[config.mk]
export PLATFORM = sky130hd
export DESIGN_NAME = data_sync_arb
export DESIGN_NICKNAME = d
export VERILOG_FILES = /design/src/rtl/data_sync_arb.sv
export SDC_FILE = /design/constraint.sdc
export NUM_CORES = 1
export LEC_CHECK = 0
export BUFFER_PORTS_ARGS = -buffer_cell sky130_fd_sc_hd__buf_2
export CAP_MARGIN = 20
export CORE_MARGIN = 4
export CORE_UTILIZATION = 45
export DETAILED_ROUTE_END_ITERATION = 6
export GPL_TIMING_DRIVEN = 0
export PLACE_DENSITY = 0.82
export SLEW_MARGIN = 20
export SYNTH_ARGS = -nofsm -noshare
export SYNTH_HDL_FRONTEND = slang
export SYNTH_SLANG_ARGS = --single-unit
[constraint.sdc]
create_clock -name clk_i -period 4 [get_ports clk_i]
set_clock_uncertainty 0.1 [all_clocks]
set_input_delay 1 -clock clk_i [delete_from_list [all_inputs] [get_ports clk_i]]
set_output_delay 1 -clock clk_i [all_outputs]
set_load 0.01 [all_outputs]
[src/rtl/data_sync_arb.sv]
// ----------------------------------------------------------------------------
// data_sync_arb
//
// Round-robin sequencer that time-shares a single data_sync instance between
// N_REQ requesters. One requester is granted at a time. Its word is launched
// onto the synchronizer input and held there until the synchronizer output
// has settled. The settled value is then captured and returned to that
// requester with a one-cycle response pulse.
//
// Ports:
//   clk_i        single clock
//   rst_n_i      asynchronous, active-low reset
//   req_valid_i  per-requester request
//   req_data_i   per-requester word, requester k at [k*D_WIDTH +: D_WIDTH]
//   req_ready_o  one-hot accept strobe (combinational, IDLE only)
//   rsp_valid_o  one-hot, one-cycle response pulse (registered)
//   rsp_data_o   synchronized word returned to the granted requester
//   sync_data_o  drives data_sync.data_i; holds the last launched word
//   sync_data_i  from data_sync.data_o
//   busy_o       high whenever the sequencer is not IDLE
// ----------------------------------------------------------------------------
module data_sync_arb #(
   parameter int D_WIDTH     = 8,
   parameter int N_REQ       = 4,
   parameter int SYNC_STAGES = 2,
   parameter int HOLD_EXTRA  = 1
) (
   input  logic                     clk_i,
   input  logic                     rst_n_i,
   input  logic [N_REQ-1:0]         req_valid_i,
   input  logic [N_REQ*D_WIDTH-1:0] req_data_i,
   output logic [N_REQ-1:0]         req_ready_o,
   output logic [N_REQ-1:0]         rsp_valid_o,
   output logic [D_WIDTH-1:0]       rsp_data_o,
   output logic [D_WIDTH-1:0]       sync_data_o,
   input  logic [D_WIDTH-1:0]       sync_data_i,
   output logic                     busy_o
);

   // Number of cycles the launched word is held in WAIT beyond the first.
   localparam int LAT   = SYNC_STAGES + HOLD_EXTRA;
   localparam int PTR_W = (N_REQ > 1) ? $clog2(N_REQ) : 1;
   localparam int CNT_W = (LAT > 0) ? $clog2(LAT + 1) : 1;

   typedef enum logic [1:0] {
      IDLE,
      WAIT,
      CAPTURE
   } state_t;

   state_t           state;
   state_t           state_next;
   logic [PTR_W-1:0] ptr;
   logic [PTR_W-1:0] grant_idx;
   logic [PTR_W-1:0] grant_q;
   logic             grant_found;
   logic [CNT_W-1:0] cnt;
   logic             accept;

   // Round-robin search: start at ptr, scan upward with wrap, first valid
   // request wins. The !grant_found guard keeps the earliest hit.
   always_comb begin
      int               idx;
      logic [PTR_W-1:0] cand;
      idx         = 0;
      cand        = '0;
      grant_idx   = ptr;
      grant_found = 1'b0;
      for (int i = 0; i < N_REQ; i++) begin
         idx  = (int'(ptr) + i) % N_REQ;
         cand = PTR_W'(idx);
         if (!grant_found && req_valid_i[cand]) begin
            grant_found = 1'b1;
            grant_idx   = cand;
         end
      end
   end

   // Ready is gated by reset so no strobe is visible while rst_n_i is low,
   // even though the state register already reads IDLE then.
   assign accept = rst_n_i && (state == IDLE) && grant_found;

   // State register.
   always_ff @(posedge clk_i or negedge rst_n_i) begin
      if (!rst_n_i) begin
         state <= IDLE;
      end else begin
         state <= state_next;
      end
   end

   // Next-state logic. WAIT exits on the edge where the counter reads zero,
   // so a zero latency still spends exactly one cycle in WAIT.
   always_comb begin
      state_next = state;
      case (state)
         IDLE:    if (grant_found) state_next = WAIT;
         WAIT:    if (cnt == '0) state_next = CAPTURE;
         CAPTURE: state_next = IDLE;
         default: state_next = IDLE;
      endcase
   end

   // Combinational outputs: busy flag and the one-hot accept strobe.
   always_comb begin
      busy_o      = (state != IDLE);
      req_ready_o = '0;
      if (accept) begin
         req_ready_o = N_REQ'(1) << grant_idx;
      end
   end

   // Datapath: launch on accept, count down in WAIT, capture and respond on
   // leaving CAPTURE. The pointer advances past the granted index only when
   // the transaction completes, so a reset mid-flight leaves it at zero.
   always_ff @(posedge clk_i or negedge rst_n_i) begin
      if (!rst_n_i) begin
         sync_data_o <= '0;
         rsp_data_o  <= '0;
         rsp_valid_o <= '0;
         grant_q     <= '0;
         cnt         <= '0;
         ptr         <= '0;
      end else begin
         rsp_valid_o <= '0;
         case (state)
            IDLE: begin
               if (accept) begin
                  sync_data_o <= req_data_i[grant_idx*D_WIDTH +: D_WIDTH];
                  grant_q     <= grant_idx;
                  cnt         <= CNT_W'(LAT);
               end
            end
            WAIT: begin
               if (cnt != '0) begin
                  cnt <= cnt - CNT_W'(1);
               end
            end
            CAPTURE: begin
               rsp_data_o  <= sync_data_i;
               rsp_valid_o <= N_REQ'(1) << grant_q;
               if (int'(grant_q) == N_REQ - 1) begin
                  ptr <= '0;
               end else begin
                  ptr <= grant_q + PTR_W'(1);
               end
            end
            default: ;
         endcase
      end
   end

endmodule

---- Word-level counts from Yosys, hierarchy flattened ----
Index checks and enable logic that the tools add are counted.
operators by class
  $add $sub $neg .......................... 5
  $lt $le $gt $ge ......................... 4
  equality and inequality tests ........... 7
  shift-type cells ........................ 3
  muxes and demuxes ....................... 24
  reductions and logical operators ........ 16
operators with widths
  cell                                                count
  variable part select 32 x 6 -> 8 bit                1
  2-to-1 mux 2 bit                                    8
  < comparator 2 x 3 -> 1 bit, second input constant  4
  binary-select mux 1 bit (select 2 bit)              4
  2-to-1 mux 1 bit                                    8
  2-to-1 mux 4 bit                                    2
  != test 2 bit, second input constant                4
  one-hot mux 2 bit (2 select lines)                  2
  << shifter 1 x 2 -> 4 bit, first input constant     2
  nonzero test 2 bit                                  3
  logical AND 1 bit                                   5
  adder 2 x 1 -> 2 bit, second input constant         2
  adder 2 bit, second input constant                  2
  == test 2 x 1 -> 1 bit, second input constant       2
  logical NOT 2 bit                                   2
  AND reduction 2 bit                                 2
  logical NOT 1 bit                                   3
  AND reduction 3 bit                                 1
  == test 2 bit, second input constant                1
  subtractor 2 x 1 -> 2 bit, second input constant    1
word-level totals
  register bits after elaboration ......... 28
  input port bits ......................... 46
  output and inout port bits .............. 25
  logic and storage cells ................. 66

---- Logic depth before layout (Yosys ltp) ----
  depth after elaboration ................. 15
  mapped depth ............................ 8
  mapped depth without buffers ............ 6

---- Worst setup path after synthesis ----
OpenSTA, ideal clock, no wires.
  path type ............................... in2out
  from .................................... input req_valid_i[1]
  to ...................................... output req_ready_o[3]
  arrival ................................. 2.109 ns
  data required time ...................... 2.900 ns
  slack ................................... 0.791 ns
  stages on the path ...................... 8
  buffers on the path ..................... 3
  cells stage by stage .................... buf_2 nor3_1 nand2b_1 and3_1 buf_2 buf_2 nand2_1 nor2_1
on the way
  longest elaborated chain between the ends .. 14
  elaborated cells on any way between the ends .. 24
  those cells by class .................... shift (1); mux (16); reduce/logical (7)
ends and longest elaborated chain
  item                                                                   line     text
  from (decl)                                                            30       input logic [N_REQ-1:0] req_valid_i,
  binary-select mux 1 bit (select 2 bit)                                 72       if (!grant_found && req_valid_i[cand]) begin
  2-to-1 mux 1 bit (implied by the code)                                 72
  2-to-1 mux 1 bit                                                       72
  logical NOT 1 bit                                                      72
  logical AND 1 bit                                                      72
  2-to-1 mux 1 bit                                                       72
  logical NOT 1 bit                                                      72
  logical AND 1 bit                                                      72
  2-to-1 mux 1 bit                                                       72
  logical NOT 1 bit                                                      72
  logical AND 1 bit                                                      72
  2-to-1 mux 2 bit / 2-to-1 mux 1 bit (equally long branches)            72
  << shifter 1 x 2 -> 4 bit / logical AND 1 bit (equally long branches)  109, 81
  2-to-1 mux 4 bit *                                                     108      if (accept) begin
  to (decl)                                                              32       output logic [N_REQ-1:0] req_ready_o,
Mark *: on every way between the ends. The rest lies on a longest branch, timed or not. The select of a mux whose other input is x is not followed.

---- Worst setup path in the final report ----
  from .................................... input rst_n_i
  to ...................................... output req_ready_o[3]
on the way
  longest elaborated chain between the ends .. 3
ends and longest elaborated chain
  item                            line  text
  from (decl)                     29    input logic rst_n_i,
  logical AND 1 bit (2 in a row)  81    assign accept = rst_n_i && (state == IDLE) && grant_found;
  2-to-1 mux 4 bit                108
No other way between the ends.

==> results by stage <==
Worst setup path:
- The path type of the worst setup path is in2out.
- The required time of the worst setup path is 2.90 ns.
- The endpoint type of the worst setup path is an output port.
- Along the worst path, the maximum fanout reaches 31.
- The arrival time of the worst setup path is roughly 2.5 ns.
- The worst setup path is launched from a primary input.

Timing:
- The final max-slew violation count is 0.
- Setup total negative slack on the finished layout was measured at 0 ns.
- Setup repair after global routing left no endpoint under its margin.
- The final critical path time including I/O delays and setup is 3.62 ns.
- The setup violation total in the final timing report is 0.
- The tightest hold path in the finished design has a slack of 0.390 ns.
- Headroom to the max-slew limit came out at 0.572.
- The peak clock frequency supported by timing is roughly 280 MHz.
- The count of endpoints failing hold in the final timing report came to 0.
- The transition time at the pin with the least slew margin is 0.641 ns.
- Of the available clock period, the critical path in the final layout requires 0.906.

Power and ir drop:
- The logic gate share of total power is 0.496.
- The power per cell area is 607 nW/µm².
- Of the total power, the share spent switching nets is 0.382.
- The analysis attributes to net switching a power of 0.000464 W.
- Cell internal power was estimated by the tool at 0.000750 W.
- The analysis attributes to cell leakage a power of 1.01 nW.
- The relative contribution of sequential cells to total power is 0.391.
- The share of total power dissipated in the clock network is 0.113.
- The worst-case IR drop observed on VDD is 0.000251 V.

Logic synthesis:
- The dominant synthesized flop cell is sky130_fd_sc_hd__dfrtp_1.
- After synthesis, the cell types taking the most area are sky130_fd_sc_hd__dfrtp_1, sky130_fd_sc_hd__mux2_2, sky130_fd_sc_hd__nand2_1.
- For this run, the number of Yosys warnings is 0.
- The fraction of registers with async set/reset is 1.00.
- Of the post-synthesis cell area, the dominant cell type holds 0.449.
- The commonest cells after synthesis are sky130_fd_sc_hd__dfrtp_1, sky130_fd_sc_hd__nand2_1, sky130_fd_sc_hd__nor2_1.
- The number of distinct library cells after synthesis is 35.
- The part of the Yosys area used for sequential elements is 0.449.
- The cell type contributing the most total cell area after synthesis is sky130_fd_sc_hd__dfrtp_1.
- The synthesized design contains 28 register bits.
- The synthesized area divided by synthesized cell count is 10.5 µm².
- After synthesis the cells add up to 1560 µm².
- Synthesis produced 148 cells.
- The number of flops mapped to enable cells by yosys is 0.
- The number of nets produced by synthesis is 199.
- Among all cell types in the netlist, the one instantiated most often is sky130_fd_sc_hd__dfrtp_1.

Clock tree:
- The CTS clock-pin slew for the worst setup and hold paths is between 0.1 and 0.15 ns.
- TritonCTS built the clock tree.
- The maximum root-to-sink buffer count is 2.
- The TritonCTS buffer count is 3.
- Once the clock tree was built, the setup fixing pass inserted 0 buffers.
- In this run, post-CTS repair resized a total of 0 instances.
- The tree built by TritonCTS fans out to 28 sinks.
- The library cell used as clock root buffer is sky130_fd_sc_hd__clkbuf_4.
- The insertion delay to the later sink of the worst-skew pair is about 0.33 ns.
- In this run the number of H-tree levels came out at 1.
- The number of hold buffers added after CTS was 0.

Detailed routing:
- In the final routed layout, each cell accounts on average for 12.7 µm.
- The routed via count divided by cell count is 5.11.
- For this run, the detailed router's first-pass iteration total came to 4.
- The remaining number of nets flagged by the antenna check after routing is 0.
- For this run, design rule violations remaining after detail routing come to 0.
- The total vias in the final route is 1364.
- The routed wire length is 3.39 mm.
- After the first detailed-routing iteration, the DRC count stood at 52.

GRT:
- The number of antenna violations at the first check in global routing is 0.
- The maximum number of pins on one net before global-route repair is 32.
- For this run, the total global-route usage over all layers was measured as 0.156.
- The number of global-route vias before repair is ~1200.
- The total congestion overflow after global routing is 0.
- The first global-routing pass estimated 5.31 mm of wire.

Floorplanning:
- The die is 66.9 µm wide.
- Pin placement for this block handled 71 I/O pins.
- The starting density of the core is 0.468.
- The vertical die dimension is 66.9 µm.
- Row generation in the floorplan step produced 21 rows.
- The floorplan step defined a die boundary enclosing ~4500 µm².
- In this run the standard cell core region covers 3340 µm².

Placement:
- The placed instances occupy a cell area of approximately 2000 µm².
- The sum of net half-perimeters after detailed placement is between 2 and 3 mm.
- The cell count after placement is 263.
- Port buffering added a little under 70 buffers.
- Routability-driven placement finished with a final weighted congestion of about 0.75.

Min path:
- The class of the worst hold path is reg2reg.

Finish:
- The final design area excluding fillers is ~2000 µm².
- The final layout contains 273 nets.
- For this run, the share of the core covered by cells in the final layout is 0.599.
- The count of placed standard cells in the final layout, fillers left out is ~270.
- From synthesis to final layout, the design area changed by 28.1%.
- 0 antenna diodes ended up in the layout.
- The fill cell total of the finished layout is 281.
- The proportion of layout cells with a drive suffix above 1 is 0.434.

Status:
- The run finished with clean final reports.

Flow run:
- The number of violations of the max-capacitance limit is 0.
cell type report:
| type | instances | area, µm² | share of cell area |
|---|---|---|---|
| Clock buffer | 4 | 36.3 | 0.0181 |
| Sequential cell | 28 | 701 | 0.350 |
| Buffer | 8 | 50.0 | 0.0250 |
| Tap cell | 46 | 57.6 | 0.0288 |
| Timing Repair Buffer | 69 | 345 | 0.173 |
| Multi-Input combinational cell | 107 | 791 | 0.395 |
| Inverter | 5 | 18.8 | 0.00939 |
stage by stage:
| step | power [W] | worst slack (ns) |
|---|---|---|
| after floorplan | 0.000887 | 0.791 |
| after global placement | 0.00107 | 0.362 |
| after detailed placement | 0.00109 | 0.347 |
| after CTS | 0.00123 | 0.340 |
| after global routing | 0.00132 | 0.144 |
| final | 0.00121 | 0.377 |
cell usage in the layout (no fill, tap or decap):
master	count
sky130_fd_sc_hd__a32oi_1	5
sky130_fd_sc_hd__ha_1	5
sky130_fd_sc_hd__a31oi_1	5
sky130_fd_sc_hd__nor2b_1	3
sky130_fd_sc_hd__clkbuf_1	2
sky130_fd_sc_hd__mux2_2	10
sky130_fd_sc_hd__buf_6	2
sky130_fd_sc_hd__o21ai_0	3
sky130_fd_sc_hd__nor3_1	3
sky130_fd_sc_hd__inv_1	5
sky130_fd_sc_hd__nand2b_1	3
sky130_fd_sc_hd__buf_2	73
sky130_fd_sc_hd__nand2b_2	1
sky130_fd_sc_hd__and2_1	4
sky130_fd_sc_hd__o21ai_1	1
sky130_fd_sc_hd__o32ai_2	1
sky130_fd_sc_hd__mux2_1	5
sky130_fd_sc_hd__nand3b_1	1
sky130_fd_sc_hd__nor3_2	1
sky130_fd_sc_hd__a21oi_1	6
sky130_fd_sc_hd__nand2_1	20
sky130_fd_sc_hd__clkbuf_8	1
sky130_fd_sc_hd__or2_1	1
sky130_fd_sc_hd__nor3b_1	2
sky130_fd_sc_hd__a21o_1	1
sky130_fd_sc_hd__nor2b_4	1
sky130_fd_sc_hd__a211oi_1	1
sky130_fd_sc_hd__mux4_1	1
sky130_fd_sc_hd__nand3_1	1
sky130_fd_sc_hd__mux4_2	2
sky130_fd_sc_hd__clkbuf_4	3
sky130_fd_sc_hd__o22ai_1	2
sky130_fd_sc_hd__o31ai_4	1
sky130_fd_sc_hd__and3b_1	1
sky130_fd_sc_hd__and3_1	4
sky130_fd_sc_hd__nor2_1	12
sky130_fd_sc_hd__dfrtp_1	28
sequential cells by signal, indices dropped and copies added (netlist names):
register and cells:
cnt 2, grant_q 2, ptr 2, rsp_data_o 8
rsp_valid_o 4, state 2, sync_data_o 8
worst paths after layout:
check                                         from                    endpoint  slack (ns)  cells after the start
min in group asynchronous                  rst_n_i   rsp_data_o[0]$_DFFE_PN0P_        0.57                      1
worst min register to register  cnt[0]$_DFFE_PN0P_          cnt[0]$_DFFE_PN0P_        0.39                      1
max in group asynchronous                  rst_n_i  sync_data_o[1]$_DFFE_PN0P_        2.82                      1
worst min-delay path            cnt[0]$_DFFE_PN0P_          cnt[0]$_DFFE_PN0P_        0.39                      1
worst max register to register  ptr[0]$_DFFE_PN0P_  sync_data_o[6]$_DFFE_PN0P_        1.91                      8
worst max-delay path                       rst_n_i              req_ready_o[3]        0.38                      7
critical path, cell delays in order:
cell                      delay (ns)
sky130_fd_sc_hd__buf_2          0.50
sky130_fd_sc_hd__and3_1         0.25
sky130_fd_sc_hd__buf_2          0.18
sky130_fd_sc_hd__buf_2          0.25
sky130_fd_sc_hd__nand2_1        0.09
sky130_fd_sc_hd__nor2_1         0.09
sky130_fd_sc_hd__buf_2          0.14
kinds of logic after synthesis:
family | count (synthesis) | synth area share
AND/OR/NAND/NOR | 58 | 0.191
buffers and inverters | 13 | 0.0441
AO/OA/AOI/OAI | 26 | 0.122
flip-flops | 28 | 0.449
adder cells (fa/ha/maj) | 5 | 0.0401
multiplexers | 18 | 0.154
power groups by stage:
stage / logic (W) / registers, W / clock network, W
after detailed placement: 0.000610 / 0.000482 / 0
after global routing: 0.000678 / 0.000490 / 0.000149
final: 0.000602 / 0.000474 / 0.000138
after floorplan: 0.000374 / 0.000513 / 0
after CTS: 0.000612 / 0.000475 / 0.000143
after global placement: 0.000594 / 0.000474 / 0
metal layers:
layer / part of all wire / global-route usage / vias to the layer above / wire (µm)
met5: 0 / 0 / - / 0
met4: 0.015 / 0.0532 / 0 / 51
met3: 0.072 / 0.0287 / 5 / 245
met2: 0.49 / 0.267 / 54 / 1680
met1: 0.42 / 0.194 / 636 / 1420
li1: - / - / 669 / -
Note: power is estimated with default switching activity, not from simulation.
